===== src/rtl/ssdec_scan_ctrl_if.sv =====
// ssdec_scan_ctrl_if: bundle between the lock FSM (master) and the
// display scan controller (slave).
// Master drives: wr_en, wr_idx, wr_val, wr_vis, commit, blink_en, blink_idx.
// Slave drives:  dec_in, dec_enable, dig_sel, frame_start, commit_pending.
interface ssdec_scan_ctrl_if #(
    parameter int NDIG = 4,
    parameter int IW   = $clog2(NDIG)
);
    logic            wr_en;
    logic [IW-1:0]   wr_idx;
    logic [3:0]      wr_val;
    logic            wr_vis;
    logic            commit;
    logic            blink_en;
    logic [IW-1:0]   blink_idx;
    logic [3:0]      dec_in;
    logic            dec_enable;
    logic [NDIG-1:0] dig_sel;
    logic            frame_start;
    logic            commit_pending;

    modport master (
        output wr_en,
        output wr_idx,
        output wr_val,
        output wr_vis,
        output commit,
        output blink_en,
        output blink_idx,
        input  dec_in,
        input  dec_enable,
        input  dig_sel,
        input  frame_start,
        input  commit_pending
    );

    modport slave (
        input  wr_en,
        input  wr_idx,
        input  wr_val,
        input  wr_vis,
        input  commit,
        input  blink_en,
        input  blink_idx,
        output dec_in,
        output dec_enable,
        output dig_sel,
        output frame_start,
        output commit_pending
    );
endinterface


===== src/rtl/ssdec_scan_ctrl.sv =====
// ssdec_scan_ctrl: time-multiplexed scan scheduler sharing one ssdec
// decoder across NDIG digits, with double-buffered digit store and blink.
// Ports: clk, rst (async, active-high); bus (slave modport) carries the
// shadow write port, commit, blink control, decoder drive, one-hot digit
// select, frame_start pulse and commit_pending status.
module ssdec_scan_ctrl #(
    parameter int NDIG         = 4,
    parameter int SCAN_DIV     = 1000,
    parameter int BLANK_CYC    = 16,
    parameter int BLINK_FRAMES = 32
) (
    input  logic             clk,
    input  logic             rst,
    ssdec_scan_ctrl_if.slave bus
);
    localparam int IW  = $clog2(NDIG);
    localparam int IW1 = IW + 1;
    localparam int CW  = $clog2(SCAN_DIV);
    localparam int FW  = (BLINK_FRAMES > 1) ? $clog2(BLINK_FRAMES) : 1;

    localparam logic [CW-1:0]   CNT_LAST   = CW'(SCAN_DIV - 1);
    localparam logic [CW-1:0]   BLANK_LAST = CW'(BLANK_CYC - 1);
    localparam logic [IW-1:0]   SLOT_LAST  = IW'(NDIG - 1);
    localparam logic [FW-1:0]   FRM_LAST   = FW'(BLINK_FRAMES - 1);
    localparam logic [IW:0]     IDX_LIM    = IW1'(NDIG);
    localparam logic [NDIG-1:0] SEL_ONE    = NDIG'(1);

    localparam logic [0:0] ST_BLANK = 1'b0;
    localparam logic [0:0] ST_DRIVE = 1'b1;

    // scan position
    logic [CW-1:0] cnt_q, cnt_d;
    logic [IW-1:0] slot_q, slot_d;
    logic [FW-1:0] frame_q, frame_d;
    logic          phase_q, phase_d;
    logic [0:0]    state_q, state_d;

    // digit banks
    logic [NDIG-1:0][3:0] shadow_val_q, shadow_val_d;
    logic [NDIG-1:0]      shadow_vis_q, shadow_vis_d;
    logic [NDIG-1:0][3:0] active_val_q, active_val_d;
    logic [NDIG-1:0]      active_vis_q, active_vis_d;
    logic                 pending_q, pending_d;

    // registered outputs
    logic [3:0]      dec_in_q, dec_in_d;
    logic            dec_en_q, dec_en_d;
    logic [NDIG-1:0] dig_sel_q, dig_sel_d;
    logic            frame_start_q, frame_start_d;

    logic cnt_wrap;
    logic slot_wrap;
    logic frm_wrap;
    logic boundary;
    logic load_active;
    logic wr_ok;
    logic blink_dark;

    always_comb begin
        cnt_wrap  = (cnt_q == CNT_LAST);
        slot_wrap = (slot_q == SLOT_LAST);
        frm_wrap  = (frame_q == FRM_LAST);
        boundary  = cnt_wrap & slot_wrap;

        cnt_d   = cnt_wrap ? '0 : cnt_q + 1'b1;
        slot_d  = slot_q;
        frame_d = frame_q;
        phase_d = phase_q;

        if (cnt_wrap) begin
            slot_d = slot_wrap ? '0 : slot_q + 1'b1;
        end
        // blink half-period ends when the frame counter wraps
        if (boundary) begin
            frame_d = frm_wrap ? '0 : frame_q + 1'b1;
            if (frm_wrap) begin
                phase_d = ~phase_q;
            end
        end
    end

    // state_q always describes the slot phase of the current cnt_q
    always_comb begin
        state_d = state_q;
        unique case (state_q)
            ST_BLANK: if (cnt_q == BLANK_LAST) state_d = ST_DRIVE;
            ST_DRIVE: if (cnt_wrap) state_d = ST_BLANK;
            default:  state_d = ST_BLANK;
        endcase
    end

    always_comb begin
        shadow_val_d = shadow_val_q;
        shadow_vis_d = shadow_vis_q;
        active_val_d = active_val_q;
        active_vis_d = active_vis_q;

        // a commit seen on the boundary itself is applied right there
        load_active = boundary & (pending_q | bus.commit);
        pending_d   = (pending_q | bus.commit) & ~boundary;
        wr_ok       = bus.wr_en & ({1'b0, bus.wr_idx} < IDX_LIM);

        // the copy uses pre-edge shadow; a same-cycle write lands after it
        if (load_active) begin
            active_val_d = shadow_val_q;
            active_vis_d = shadow_vis_q;
        end
        if (wr_ok) begin
            shadow_val_d[bus.wr_idx] = bus.wr_val;
            shadow_vis_d[bus.wr_idx] = bus.wr_vis;
        end
    end

    always_comb begin
        blink_dark = bus.blink_en & phase_q
                   & (bus.blink_idx == slot_q);

        dig_sel_d     = '0;
        dec_in_d      = '0;
        dec_en_d      = 1'b0;
        frame_start_d = (slot_q == '0) & (cnt_q == '0);

        if (state_q == ST_DRIVE) begin
            dig_sel_d = SEL_ONE << slot_q;
            dec_in_d  = active_val_q[slot_q];
            dec_en_d  = active_vis_q[slot_q] & ~blink_dark;
        end
    end

    always_ff @(posedge clk or posedge rst) begin
        if (rst) begin
            cnt_q         <= '0;
            slot_q        <= '0;
            frame_q       <= '0;
            phase_q       <= 1'b0;
            state_q       <= ST_BLANK;
            shadow_val_q  <= '0;
            shadow_vis_q  <= '0;
            active_val_q  <= '0;
            active_vis_q  <= '0;
            pending_q     <= 1'b0;
            dec_in_q      <= '0;
            dec_en_q      <= 1'b0;
            dig_sel_q     <= '0;
            frame_start_q <= 1'b0;
        end else begin
            cnt_q         <= cnt_d;
            slot_q        <= slot_d;
            frame_q       <= frame_d;
            phase_q       <= phase_d;
            state_q       <= state_d;
            shadow_val_q  <= shadow_val_d;
            shadow_vis_q  <= shadow_vis_d;
            active_val_q  <= active_val_d;
            active_vis_q  <= active_vis_d;
            pending_q     <= pending_d;
            dec_in_q      <= dec_in_d;
            dec_en_q      <= dec_en_d;
            dig_sel_q     <= dig_sel_d;
            frame_start_q <= frame_start_d;
        end
    end

    assign bus.dec_in         = dec_in_q;
    assign bus.dec_enable     = dec_en_q;
    assign bus.dig_sel        = dig_sel_q;
    assign bus.frame_start    = frame_start_q;
    assign bus.commit_pending = pending_q;
endmodule

===== src/flat_wrapper.sv =====
// flat-port wrapper written by rule: the top's interface ports become plain ports
module ssdec_scan_ctrl_flat 
#(
    parameter int NDIG         = 4,
    parameter int SCAN_DIV     = 1000,
    parameter int BLANK_CYC    = 16,
    parameter int BLINK_FRAMES = 32
)
  (clk, rst, bus_wr_en, bus_wr_idx, bus_wr_val, bus_wr_vis, bus_commit, bus_blink_en, bus_blink_idx, bus_dec_in, bus_dec_enable, bus_dig_sel, bus_frame_start, bus_commit_pending);
  ssdec_scan_ctrl_if #(.NDIG(NDIG)) bus_i ();
  input  logic clk;
  input  logic rst;
  input wire logic [$bits(bus_i.wr_en)-1:0] bus_wr_en;
  input wire logic [$bits(bus_i.wr_idx)-1:0] bus_wr_idx;
  input wire logic [$bits(bus_i.wr_val)-1:0] bus_wr_val;
  input wire logic [$bits(bus_i.wr_vis)-1:0] bus_wr_vis;
  input wire logic [$bits(bus_i.commit)-1:0] bus_commit;
  input wire logic [$bits(bus_i.blink_en)-1:0] bus_blink_en;
  input wire logic [$bits(bus_i.blink_idx)-1:0] bus_blink_idx;
  output wire logic [$bits(bus_i.dec_in)-1:0] bus_dec_in;
  output wire logic [$bits(bus_i.dec_enable)-1:0] bus_dec_enable;
  output wire logic [$bits(bus_i.dig_sel)-1:0] bus_dig_sel;
  output wire logic [$bits(bus_i.frame_start)-1:0] bus_frame_start;
  output wire logic [$bits(bus_i.commit_pending)-1:0] bus_commit_pending;
  assign bus_i.wr_en = bus_wr_en;
  assign bus_i.wr_idx = bus_wr_idx;
  assign bus_i.wr_val = bus_wr_val;
  assign bus_i.wr_vis = bus_wr_vis;
  assign bus_i.commit = bus_commit;
  assign bus_i.blink_en = bus_blink_en;
  assign bus_i.blink_idx = bus_blink_idx;
  assign bus_dec_in = bus_i.dec_in;
  assign bus_dec_enable = bus_i.dec_enable;
  assign bus_dig_sel = bus_i.dig_sel;
  assign bus_frame_start = bus_i.frame_start;
  assign bus_commit_pending = bus_i.commit_pending;
  ssdec_scan_ctrl #(.NDIG(NDIG), .SCAN_DIV(SCAN_DIV), .BLANK_CYC(BLANK_CYC), .BLINK_FRAMES(BLINK_FRAMES)) u_core (.clk(clk), .rst(rst), .bus(bus_i));
endmodule

===== config.mk =====
export PLATFORM = sky130hd
export DESIGN_NAME = ssdec_scan_ctrl_flat
export DESIGN_NICKNAME = d
export VERILOG_FILES = /design/src/rtl/ssdec_scan_ctrl_if.sv /design/src/rtl/ssdec_scan_ctrl.sv /design/src/flat_wrapper.sv
export SDC_FILE = /design/constraint.sdc
export NUM_CORES = 1
export LEC_CHECK = 0
export BUFFER_PORTS_ARGS = -buffer_cell sky130_fd_sc_hd__buf_2
export CAP_MARGIN = 10
export CORE_MARGIN = 2
export CORE_UTILIZATION = 59
export CTS_CLUSTER_DIAMETER = 80
export DETAILED_ROUTE_END_ITERATION = 16
export GPL_TIMING_DRIVEN = 0
export PLACE_DENSITY_LB_ADDON = 0.25
export SLEW_MARGIN = 20
export SYNTH_ARGS = -nofsm -noshare
export SYNTH_HDL_FRONTEND = slang
export SYNTH_SLANG_ARGS = --single-unit

===== constraint.sdc =====
create_clock -name clk -period 2.3 [get_ports clk]
set_input_delay 0.345 -clock clk [delete_from_list [all_inputs] [get_ports clk]]
set_output_delay 0.345 -clock clk [all_outputs]
set_load 0.03 [all_outputs]

==> results.py, run 1 <==
metrics = {
    "power": {
        "power_leakage_nw": 1.63,
        "switching_share_pct": 20.6,
        "p_int_w": 0.00200,
        "p_switching_w": 0.000520,
        "ir_drop_mv": 0.612,
        "power_density_nw_per_um2": 721,
        "seqPwrFrac_pct": 52.6,
        "clock_power_share_pct": 42.4,
        "comb_power_share_pct": 4.9,
    },
    "placement": {
        "dp_hpwl_mm": 3.69,
        "gp_congestion": 0.796,
        "placed_cells": 314,
        "io_buffers": 24,
    },
    "grt": {
        "antenna_found_initial": 0,
        "grt_use_total_pct": 21.6,
        "grt_start_max_net_pins": 47,
        "grt_pass1_wl_mm": 8.74,
        "grt.overflow.total": 0,
        "grt_pass1_vias": 1800,
    },
    "timing": {
        "whs_ps": 223,
        "fmax_ghz": 0.496,
        "finalMaxSlewViolations": 0,
        "fin_crit_sh_pct": 87.6,
        "setup_viol": 0,
        "finalCriticalPeriod_ps": 2010,
        "fin_skew_ps": 6.35,
        "rsz0062_at_grt": "no",
        "finalHoldViolCount": 0,
        "maxSlewHeadroom_pct": 42.5,
        "tightest_slew_ps": 860,
    },
    "logic_synthesis": {
        "synthFlopType": "dfrtp_1",
        "seq_area_frac_synth_pct": 57.7,
        "synthCells": 219,
        "synth_nets": 241,
        "yosysUniqueCellTypes": 39,
        "synth_area_um2": 3040,
        "synthArstFlopShare_pct": 100,
        "synth_area_per_cell_um2": 13.9,
        "yosysWarnings": 0,
        "ys_ff_latch": 70,
        "synth_edf_count": 0,
    },
    "final_layout": {
        "fin_util_pct": 69.4,
        "layout.nets": 278,
        "nFillCells": 362,
        "layout_common_cells": "dfrtp_1, mux2_2, buf_2, clkbuf_8",
        "multiInputGateArea_um2": 1210,
        "diodes": 0,
        "area_delta_synth_final_pct": 15.2,
        "final_cells": 331,
        "final_common_cell": "dfrtp_1",
        "regArea_um2": 1750,
        "drive_gt1_share_pct": 36.8,
    },
    "clocking": {
        "cts_resized": 0,
        "ctsHoldBuffers": 1,
        "htree_num_levels": 3,
        "cts_buffers": 9,
        "worstSkewPairLatency_ps": 330,
        "clkTransAtPathRegs_ps": 70,
        "post_cts_buffers": 0,
        "cts_tree": "done",
        "clockRootBuffer": "clkbuf_8",
        "clock_path_buffers": 2,
        "clkSinkCount": 70,
    },
    "worst_setup_path": {
        "startpoint_type": "flip-flop",
        "arrival_ps": 2230,
        "crit_chain": "ha_1, nand4bb_1, buf_2, nor3_2, mux2_2",
        "worstSetupEndpointType": "flip-flop",
        "crit_slowest_cell": "nor3_2",
        "critPathMaxStageDelay_ps": 560,
        "worstPathRequired_ps": 2520,
        "path_class": "reg -> reg",
        "rr_startpoint": "u_core.cnt_q[0]$_DFF_PP0_",
        "startpoint": "u_core.cnt_q[0]$_DFF_PP0_",
        "cp_max_fo": 9,
        "rr_worst_depth": 5,
    },
    "die": {
        "row_count": 26,
        "die_area_um2": 5740,
        "num_io_pins": 25,
        "coreArea_um2": 5040,
        "initial_core_util_pct": 60.2,
        "dieHeight_um": 75.8,
        "die_w_um": 75.8,
    },
    "run": {
        "maxCapViolCount": 0,
    },
    "route": {
        "wirelength_mm": 5.41,
        "wire_per_inst_um": 16.3,
        "drt-vias-per-instance": 5.53,
        "drt-initial-drc-count": 81,
        "dr.pass1.iters": 4,
        "drc": 0,
        "ant_nets": 0,
        "vias": 1831,
    },
    "run_status": {
        "status": "finished clean",
    },
    "worst_hold_path": {
        "worstHoldStart": "bus_blink_en",
        "hold_class": "in -> reg",
        "hold_depth": 2,
    },
}
cell usage after synthesis (2+ instances only):
cell       n  area, um^2
clkbuf_1   5        18.8
nand2_1    7        26.3
inv_1      8        30.0
mux2_4     2        30.0
o31ai_1    4        30.0
dfrtp_1   70        1750
nand3_1    5        25.0
a21oi_1    4        20.0
buf_4      2        15.0
ha_1       8         100
and2_1     8        50.1
nand4_1    2        12.5
xor2_1     3        26.3
nand3b_1   3        22.5
o21ai_0    5        25.0
mux2_2    42         473
nor4_1     4        25.0
or3_1      4        25.0
mux4_2     5         113
xnor2_1    3        26.3
o41ai_1    2        17.5
nor2_1     5        18.8
or4_1      2        15.0
area by class of cell:
type,instances,area share (%)
sequential,70,50.0
multi-input combinational,132,34.5
timing repair buffer,26,4.50
clock buffer,12,4.15
tap,70,2.50
clock inverter,4,2.00
buffer,9,1.43
inverter,8,0.929
power by group through the flow:
stage	combinational (W)	clock, W	sequential (W)
detailed placement	0.000126	0	0.00135
global route	0.000140	0.00114	0.00134
floorplan	0.0000871	0	0.00134
global placement	0.000114	0	0.00135
finish	0.000124	0.00107	0.00133
CTS	0.000127	0.00109	0.00133
worst paths after layout:
kind | slack, ps | end
max | 290 | u_core.slot_q[1]$_DFFE_PP0N_
min | 220 | u_core.bus.dec_enable$_DFF_PP0_
min reg2reg | 460 | u_core.state_q$_DFF_PP0_
min in group asynchronous | 520 | u_core.bus.dec_in[3]$_DFF_PP0_
max in group asynchronous | 1250 | u_core.cnt_q[3]$_DFF_PP0_
max reg2reg | 290 | u_core.slot_q[1]$_DFFE_PP0N_
worst max-delay path: cells and delay by family, from the launching register on:
family	cells	cell delay, ps
muxes	1	410
and+or+nand+nor	2	670
buffers and inverters	1	200
DFF	1	390
adders and majority gates	1	230
per-layer routing:
metal,vias to the layer above,share of wire (%),GRT usage [%]
li1,867,-,-
met1,923,46,27.7
met2,35,49,33.4
met3,6,3.4,8.20
met4,0,1.5,8.19
met5,-,0,0
flip-flops by register name, indices dropped and copies added, names as in the netlist, 2 cells and up:
signal,cells
u_core.active_val_q,16
u_core.shadow_val_q,16
u_core.cnt_q,10
u_core.frame_q,5
u_core.active_vis_q,4
u_core.bus.dec_in,4
u_core.bus.dig_sel,4
u_core.shadow_vis_q,4
u_core.slot_q,2
cell families (layout without fill, tap and decap cells):
family	after synthesis	count (layout)	synth area share, %
AOI/OAI and AO/OA	20	20	4.57
xor gates and xnor gates	6	6	1.73
adders and majority gates	8	8	3.30
buffers and inverters	17	59	2.64
DFF	70	70	57.7
muxes	50	50	20.6
and+or+nand+nor	48	48	9.47
metrics by stage:
stage          total power (W)  setup TNS (ps)  setup slack, ps  cell area [um^2]
2_1_floorplan          0.00143               0              187              3040
3_5_place_dp           0.00148               0              293              3280
6_report               0.00252               0              285              3500
4_1_cts                0.00255               0              281              3500
5_1_grt                0.00262               0              138              3500
3_3_place_gp           0.00146          -43300             -621              3250
(Power assumes the default switching activity.)
==> run 2: changes to the inputs <==
--- a/config.mk
+++ b/config.mk
@@ -8,7 +8,8 @@
 export BUFFER_PORTS_ARGS = -buffer_cell sky130_fd_sc_hd__buf_2
 export CAP_MARGIN = 10
 export CORE_MARGIN = 2
-export CORE_UTILIZATION = 59
+export CORE_UTILIZATION = 63
+export CTS_BUF_LIST = sky130_fd_sc_hd__clkbuf_2 sky130_fd_sc_hd__clkbuf_4 sky130_fd_sc_hd__clkbuf_8
 export CTS_CLUSTER_DIAMETER = 80
 export DETAILED_ROUTE_END_ITERATION = 16
 export GPL_TIMING_DRIVEN = 0
==> constraint.sdc (replaced) <==
create_clock -name clk -period 2.4 [get_ports clk]
set_input_delay 0.36 -clock clk [delete_from_list [all_inputs] [get_ports clk]]
set_output_delay 0.36 -clock clk [all_outputs]
set_load 0.03 [all_outputs]
==> results.py, run 2 (synthesis gave the netlist of run 1 again) <==
metrics = {
    "timing": {
        "setup_tns_ps": 0,
        "rsz0062_at_grt": "no",
        "fin_skew_ps": 8.57,
        "fin_crit_sh_pct": 85.5,
        "setup_viol": 0,
        "tightest_slew_ps": 1010,
        "fmax_ghz": 0.487,
        "finalHoldViolCount": 0,
        "finalMaxSlewViolations": 0,
        "finalCriticalPeriod_ps": 2050,
        "maxSlewHeadroom_pct": 32.7,
    },
    "power": {
        "switching_share_pct": 20.7,
        "power_density_nw_per_um2": 707,
        "comb_power_share_pct": 4.9,
        "power_leakage_nw": 1.63,
        "clock_power_share_pct": 43.5,
        "p_int_w": 0.00196,
        "total_power_w": 0.00247,
        "p_switching_w": 0.000511,
        "ir_drop_mv": 0.862,
        "seqPwrFrac_pct": 51.6,
    },
    "final_layout": {
        "nFillCells": 301,
        "fin_util_pct": 74.4,
        "reg_top3": "u_core.active_val_q x16, u_core.shadow_val_q x16, u_core.cnt_q x10",
        "multiInputGateArea_um2": 1210,
        "final_area_um2": 3490,
        "layout.nets": 278,
        "final_common_cell": "dfrtp_1",
        "area_delta_synth_final_pct": 15.0,
        "layout_common_cells": "dfrtp_1, mux2_2, buf_2, clkbuf_8",
        "diodes": 0,
        "regArea_um2": 1750,
        "drive_gt1_share_pct": 37.3,
    },
    "worst_setup_path": {
        "startpoint_type": "flip-flop",
        "cp_max_fo": 9,
        "path_class": "reg -> reg",
        "rr_startpoint": "u_core.cnt_q[0]$_DFF_PP0_",
        "crit_slowest_cell": "nor3_2",
        "worstSetupEndpointType": "flip-flop",
        "worstPathRequired_ps": 2630,
        "reg2reg_to": "u_core.slot_q[1]$_DFFE_PP0N_",
        "rr_worst_depth": 5,
        "arrival_ps": 2280,
        "critPathMaxStageDelay_ps": 570,
        "reg2reg_setup_slack_ps": 350,
        "crit_chain": "ha_1, nand4bb_1, buf_2, nor3_2, mux2_2",
    },
    "clocking": {
        "ctsHoldBuffers": 1,
        "clkSinkCount": 70,
        "worstSkewPairLatency_ps": 340,
        "cts_tree": "done",
        "clkTransAtPathRegs_ps": 70,
        "cts_buffers": 9,
        "post_cts_buffers": 0,
        "htree_num_levels": 3,
        "cts_resized": 0,
        "clock_path_buffers": 2,
        "clockRootBuffer": "clkbuf_8",
    },
    "grt": {
        "grt_start_max_net_pins": 50,
        "antenna_found_initial": 0,
        "grt_use_total_pct": 23.0,
        "grt.overflow.total": 0,
        "grt_pass1_vias": 1843,
        "grt_pass1_wl_mm": 9.12,
    },
    "route": {
        "drc": 0,
        "vias": 1854,
        "wire_per_inst_um": 17.5,
        "drt-initial-drc-count": 106,
        "drt-vias-per-instance": 5.90,
        "wirelength_mm": 5.49,
        "ant_nets": 0,
        "dr.pass1.iters": 4,
    },
    "placement": {
        "io_buffers": 24,
        "dp_hpwl_mm": 3.51,
        "post_dp_cell_area_um2": 3260,
        "gp_congestion": 0.751,
    },
    "die": {
        "dieHeight_um": 73.4,
        "coreArea_um2": 4690,
        "die_w_um": 73.4,
        "initial_core_util_pct": 64.7,
        "row_count": 25,
        "num_io_pins": 25,
        "die_area_um2": 5390,
    },
    "worst_hold_path": {
        "whs_endpoint": "u_core.bus.commit_pending$_DFF_PP0_",
        "hold_depth": 2,
        "hold_class": "in -> reg",
        "worstHoldStart": "bus_commit",
    },
    "run": {
        "maxCapViolCount": 0,
    },
    "run_status": {
        "status": "finished clean",
    },
}
==> run 2: cell count changes in the layout (fill, tap and decap cells not counted) <==
cell / change
clkbuf_8: +1
clkinvlp_4: +1
clkbuf_4: +1
clkinv_2: -2
clkbuf_1: -2
==> run 2: critical path, delay by kind of cell, from the launching register on <==
family | cells | cell delay, ps
adders and majority gates | 1 | 250
DFF | 1 | 400
muxes | 1 | 400
buffers and inverters | 1 | 190
and+or+nand+nor | 2 | 690
==> run 2: power by group through the flow <==
stage	Clock, W	Sequential [W]	Combinational (W)
after floorplan	0	0.00128	0.0000835
after global placement	0	0.00129	0.000111
after detailed placement	0	0.00130	0.000123
after CTS	0.00109	0.00127	0.000125
after global routing	0.00114	0.00128	0.000136
final	0.00107	0.00127	0.000121
==> run 2: how the worst max path moves through the flow <==
stage / startpoint / endpoint / slack (ps) / cells past startpoint
after floorplan: rst / u_core.active_val_q[0]$_DFFE_PP0P_ / 270 / 1
after global placement: rst / u_core.frame_q[1]$_DFFE_PP0P_ / -490 / 2
after detailed placement: u_core.cnt_q[0]$_DFF_PP0_ / u_core.slot_q[1]$_DFFE_PP0N_ / 400 / 5
after CTS: u_core.cnt_q[0]$_DFF_PP0_ / u_core.slot_q[1]$_DFFE_PP0N_ / 360 / 5
after global routing: u_core.cnt_q[0]$_DFF_PP0_ / u_core.slot_q[1]$_DFFE_PP0N_ / 230 / 5
final: u_core.cnt_q[0]$_DFF_PP0_ / u_core.slot_q[1]$_DFFE_PP0N_ / 350 / 5
==> run 2: metrics by stage <==
step,setup slack [ps],hold slack [ps],std cells
5_1_grt,227,238,314
2_1_floorplan,272,428,219
6_report,347,242,314
3_3_place_gp,-489,445,297
4_1_cts,360,235,314
3_5_place_dp,403,339,298
==> run 2: cell type report <==
class / count / share of cell area [%]
timing repair buffer: 26 / 4.51
multi-input combinational: 132 / 34.5
clock inverter: 3 / 1.93
clock buffer: 12 / 4.55
tap: 54 / 1.93
inverter: 8 / 0.932
buffer: 9 / 1.43
sequential: 70 / 50.2
==> run 2: per-layer routing <==
layer	vias to the layer above	GRT usage, %	share of wire (%)
li1	866	-	-
met1	932	30.4	45
met2	44	36.7	51
met3	12	5.08	2.7
met4	0	9.90	2.0
met5	-	0	0
==> run 3: changes to the inputs <==
--- a/config.mk
+++ b/config.mk
@@ -9,11 +9,11 @@
 export CAP_MARGIN = 10
 export CORE_MARGIN = 2
 export CORE_UTILIZATION = 63
-export CTS_BUF_LIST = sky130_fd_sc_hd__clkbuf_2 sky130_fd_sc_hd__clkbuf_4 sky130_fd_sc_hd__clkbuf_8
 export CTS_CLUSTER_DIAMETER = 80
 export DETAILED_ROUTE_END_ITERATION = 16
 export GPL_TIMING_DRIVEN = 0
 export PLACE_DENSITY_LB_ADDON = 0.25
+export RECOVER_POWER = 100
 export SLEW_MARGIN = 20
 export SYNTH_ARGS = -nofsm -noshare
 export SYNTH_HDL_FRONTEND = slang
==> results.py, run 3 (synthesis gave the netlist of run 1 again) <==
metrics = {
    "run_status": {
        "status": "finished clean",
    },
    "placement": {
        "dp_hpwl_mm": 3.51,
        "io_buffers": 24,
        "post_dp_cell_area_um2": 3260,
        "placed_cells": 298,
        "gp_congestion": 0.751,
    },
    "worst_setup_path": {
        "worstPathRequired_ps": 2630,
        "arrival_ps": 2360,
        "startpoint_type": "flip-flop",
        "rr_startpoint": "u_core.cnt_q[0]$_DFF_PP0_",
        "reg2reg_setup_slack_ps": 270,
        "path_class": "reg -> reg",
        "worstSetupEndpointType": "flip-flop",
        "reg2reg_to": "u_core.slot_q[1]$_DFFE_PP0N_",
        "startpoint": "u_core.cnt_q[0]$_DFF_PP0_",
        "rr_worst_depth": 5,
        "cp_max_fo": 9,
        "crit_end": "u_core.slot_q[1]$_DFFE_PP0N_",
    },
    "clocking": {
        "clkTransAtPathRegs_ps": 70,
        "cts_tree": "done",
        "htree_num_levels": 3,
        "worstSkewPairLatency_ps": 340,
        "post_cts_buffers": 0,
        "clockRootBuffer": "clkbuf_8",
        "cts_resized": 0,
        "clkSinkCount": 70,
        "clock_path_buffers": 2,
        "ctsHoldBuffers": 1,
        "cts_buffers": 9,
    },
    "power": {
        "power_leakage_nw": 1.55,
        "power_density_nw_per_um2": 715,
        "ir_drop_mv": 0.863,
        "total_power_w": 0.00245,
    },
    "final_layout": {
        "area_delta_synth_final_pct": 12.9,
        "diodes": 0,
        "layout.nets": 278,
        "reg_top3": "u_core.active_val_q x16, u_core.shadow_val_q x16, u_core.cnt_q x10",
        "final_area_um2": 3430,
        "final_cells": 314,
        "drive_gt1_share_pct": 30.4,
        "final_common_cell": "dfrtp_1",
        "layout_common_cells": "dfrtp_1, mux2_2, clkbuf_1, buf_2, clkbuf_8",
        "nFillCells": 311,
    },
    "grt": {
        "grt_pass1_vias": 1843,
        "antenna_found_initial": 0,
        "grt_pass1_wl_mm": 9.12,
        "grt_use_total_pct": 23.0,
        "grt.overflow.total": 0,
        "grt_start_max_net_pins": 50,
    },
    "timing": {
        "tightest_slew_ps": 964,
        "setup_tns_ps": 0,
        "finalCriticalPeriod_ps": 2130,
        "fmax_ghz": 0.470,
        "whs_ps": 244,
        "finalMaxSlewViolations": 0,
        "maxSlewHeadroom_pct": 35.6,
        "setup_viol": 0,
        "fin_crit_sh_pct": 88.7,
        "finalHoldViolCount": 0,
        "fin_skew_ps": 7.70,
        "rsz0062_at_grt": "no",
    },
    "route": {
        "drc": 0,
        "drt-vias-per-instance": 5.90,
        "dr.pass1.iters": 4,
        "drt-initial-drc-count": 104,
        "vias": 1854,
        "ant_nets": 0,
        "wire_per_inst_um": 17.2,
        "wirelength_mm": 5.41,
    },
    "worst_hold_path": {
        "worstHoldStart": "bus_commit",
        "hold_class": "in -> reg",
    },
    "die": {
        "dieHeight_um": 73.4,
        "die_w_um": 73.4,
        "die_area_um2": 5390,
        "num_io_pins": 25,
        "coreArea_um2": 4690,
        "initial_core_util_pct": 64.7,
        "row_count": 25,
    },
    "run": {
        "maxCapViolCount": 0,
    },
}
==> run 3: cell count changes in the layout (fill, tap and decap cells not counted), sizes merged <==
| cell | previous run | this run |
|---|---|---|
| buf | 29 | 14 |
| clkbuf | 17 | 32 |
| clkinvlp | 1 | 2 |
| inv | 8 | 7 |
==> run 3: per-layer routing <==
| layer | part of all wire (%) | track usage, % | up-vias |
|---|---|---|---|
| li1 | - | - | 864 |
| met1 | 44 | 30.4 | 919 |
| met2 | 50 | 36.7 | 55 |
| met3 | 3.7 | 5.08 | 16 |
| met4 | 2.5 | 9.90 | 0 |
| met5 | 0 | 0 | - |
==> run 3: per-stage QoR <==
| stage | setup slack [ps] | utilization [%] |
|---|---|---|
| detailed placement | 403 | 69.4 |
| floorplan | 272 | - |
| global placement | -489 | 68.7 |
| CTS | 360 | 74.3 |
| finish | 272 | 73.1 |
| global route | 163 | 73.1 |
==> run 3: critical path, cell delays in order, from the launching register on <==
cell and delay [ps]:
dfrtp_1 390, ha_1 250, nand4bb_1 120, clkbuf_1 230, nor3_2 610, mux2_2 410
==> run 3: worst min path at each step <==
stage | depth (start not counted) | end
after detailed placement | 2 | u_core.bus.dec_in[2]$_DFF_PP0_
after floorplan | 1 | u_core.state_q$_DFF_PP0_
after global routing | 2 | u_core.bus.commit_pending$_DFF_PP0_
after CTS | 2 | u_core.bus.commit_pending$_DFF_PP0_
after global placement | 1 | u_core.state_q$_DFF_PP0_
final | 2 | u_core.bus.commit_pending$_DFF_PP0_
==> run 3: final cells by class <==
cell class	count	area [um^2]	share of cell area, %
buffer	9	41.3	1.20
clock buffer	12	155	4.53
clock inverter	3	67.6	1.97
inverter	8	31.3	0.912
multi-input combinational	132	1190	34.7
sequential	70	1750	51.1
tap	54	67.6	1.97
timing repair buffer	26	123	3.58
==> run 3: power breakdown <==
part,total (W),switching [W],leakage (nW),internal (W)
Combinational,0.000116,0.0000536,0.532,0.0000622
Sequential,0.00127,0.0000309,0.905,0.00124
Clock,0.00106,0.000423,0.109,0.000637
Total,0.00245,0.000507,1.55,0.00194
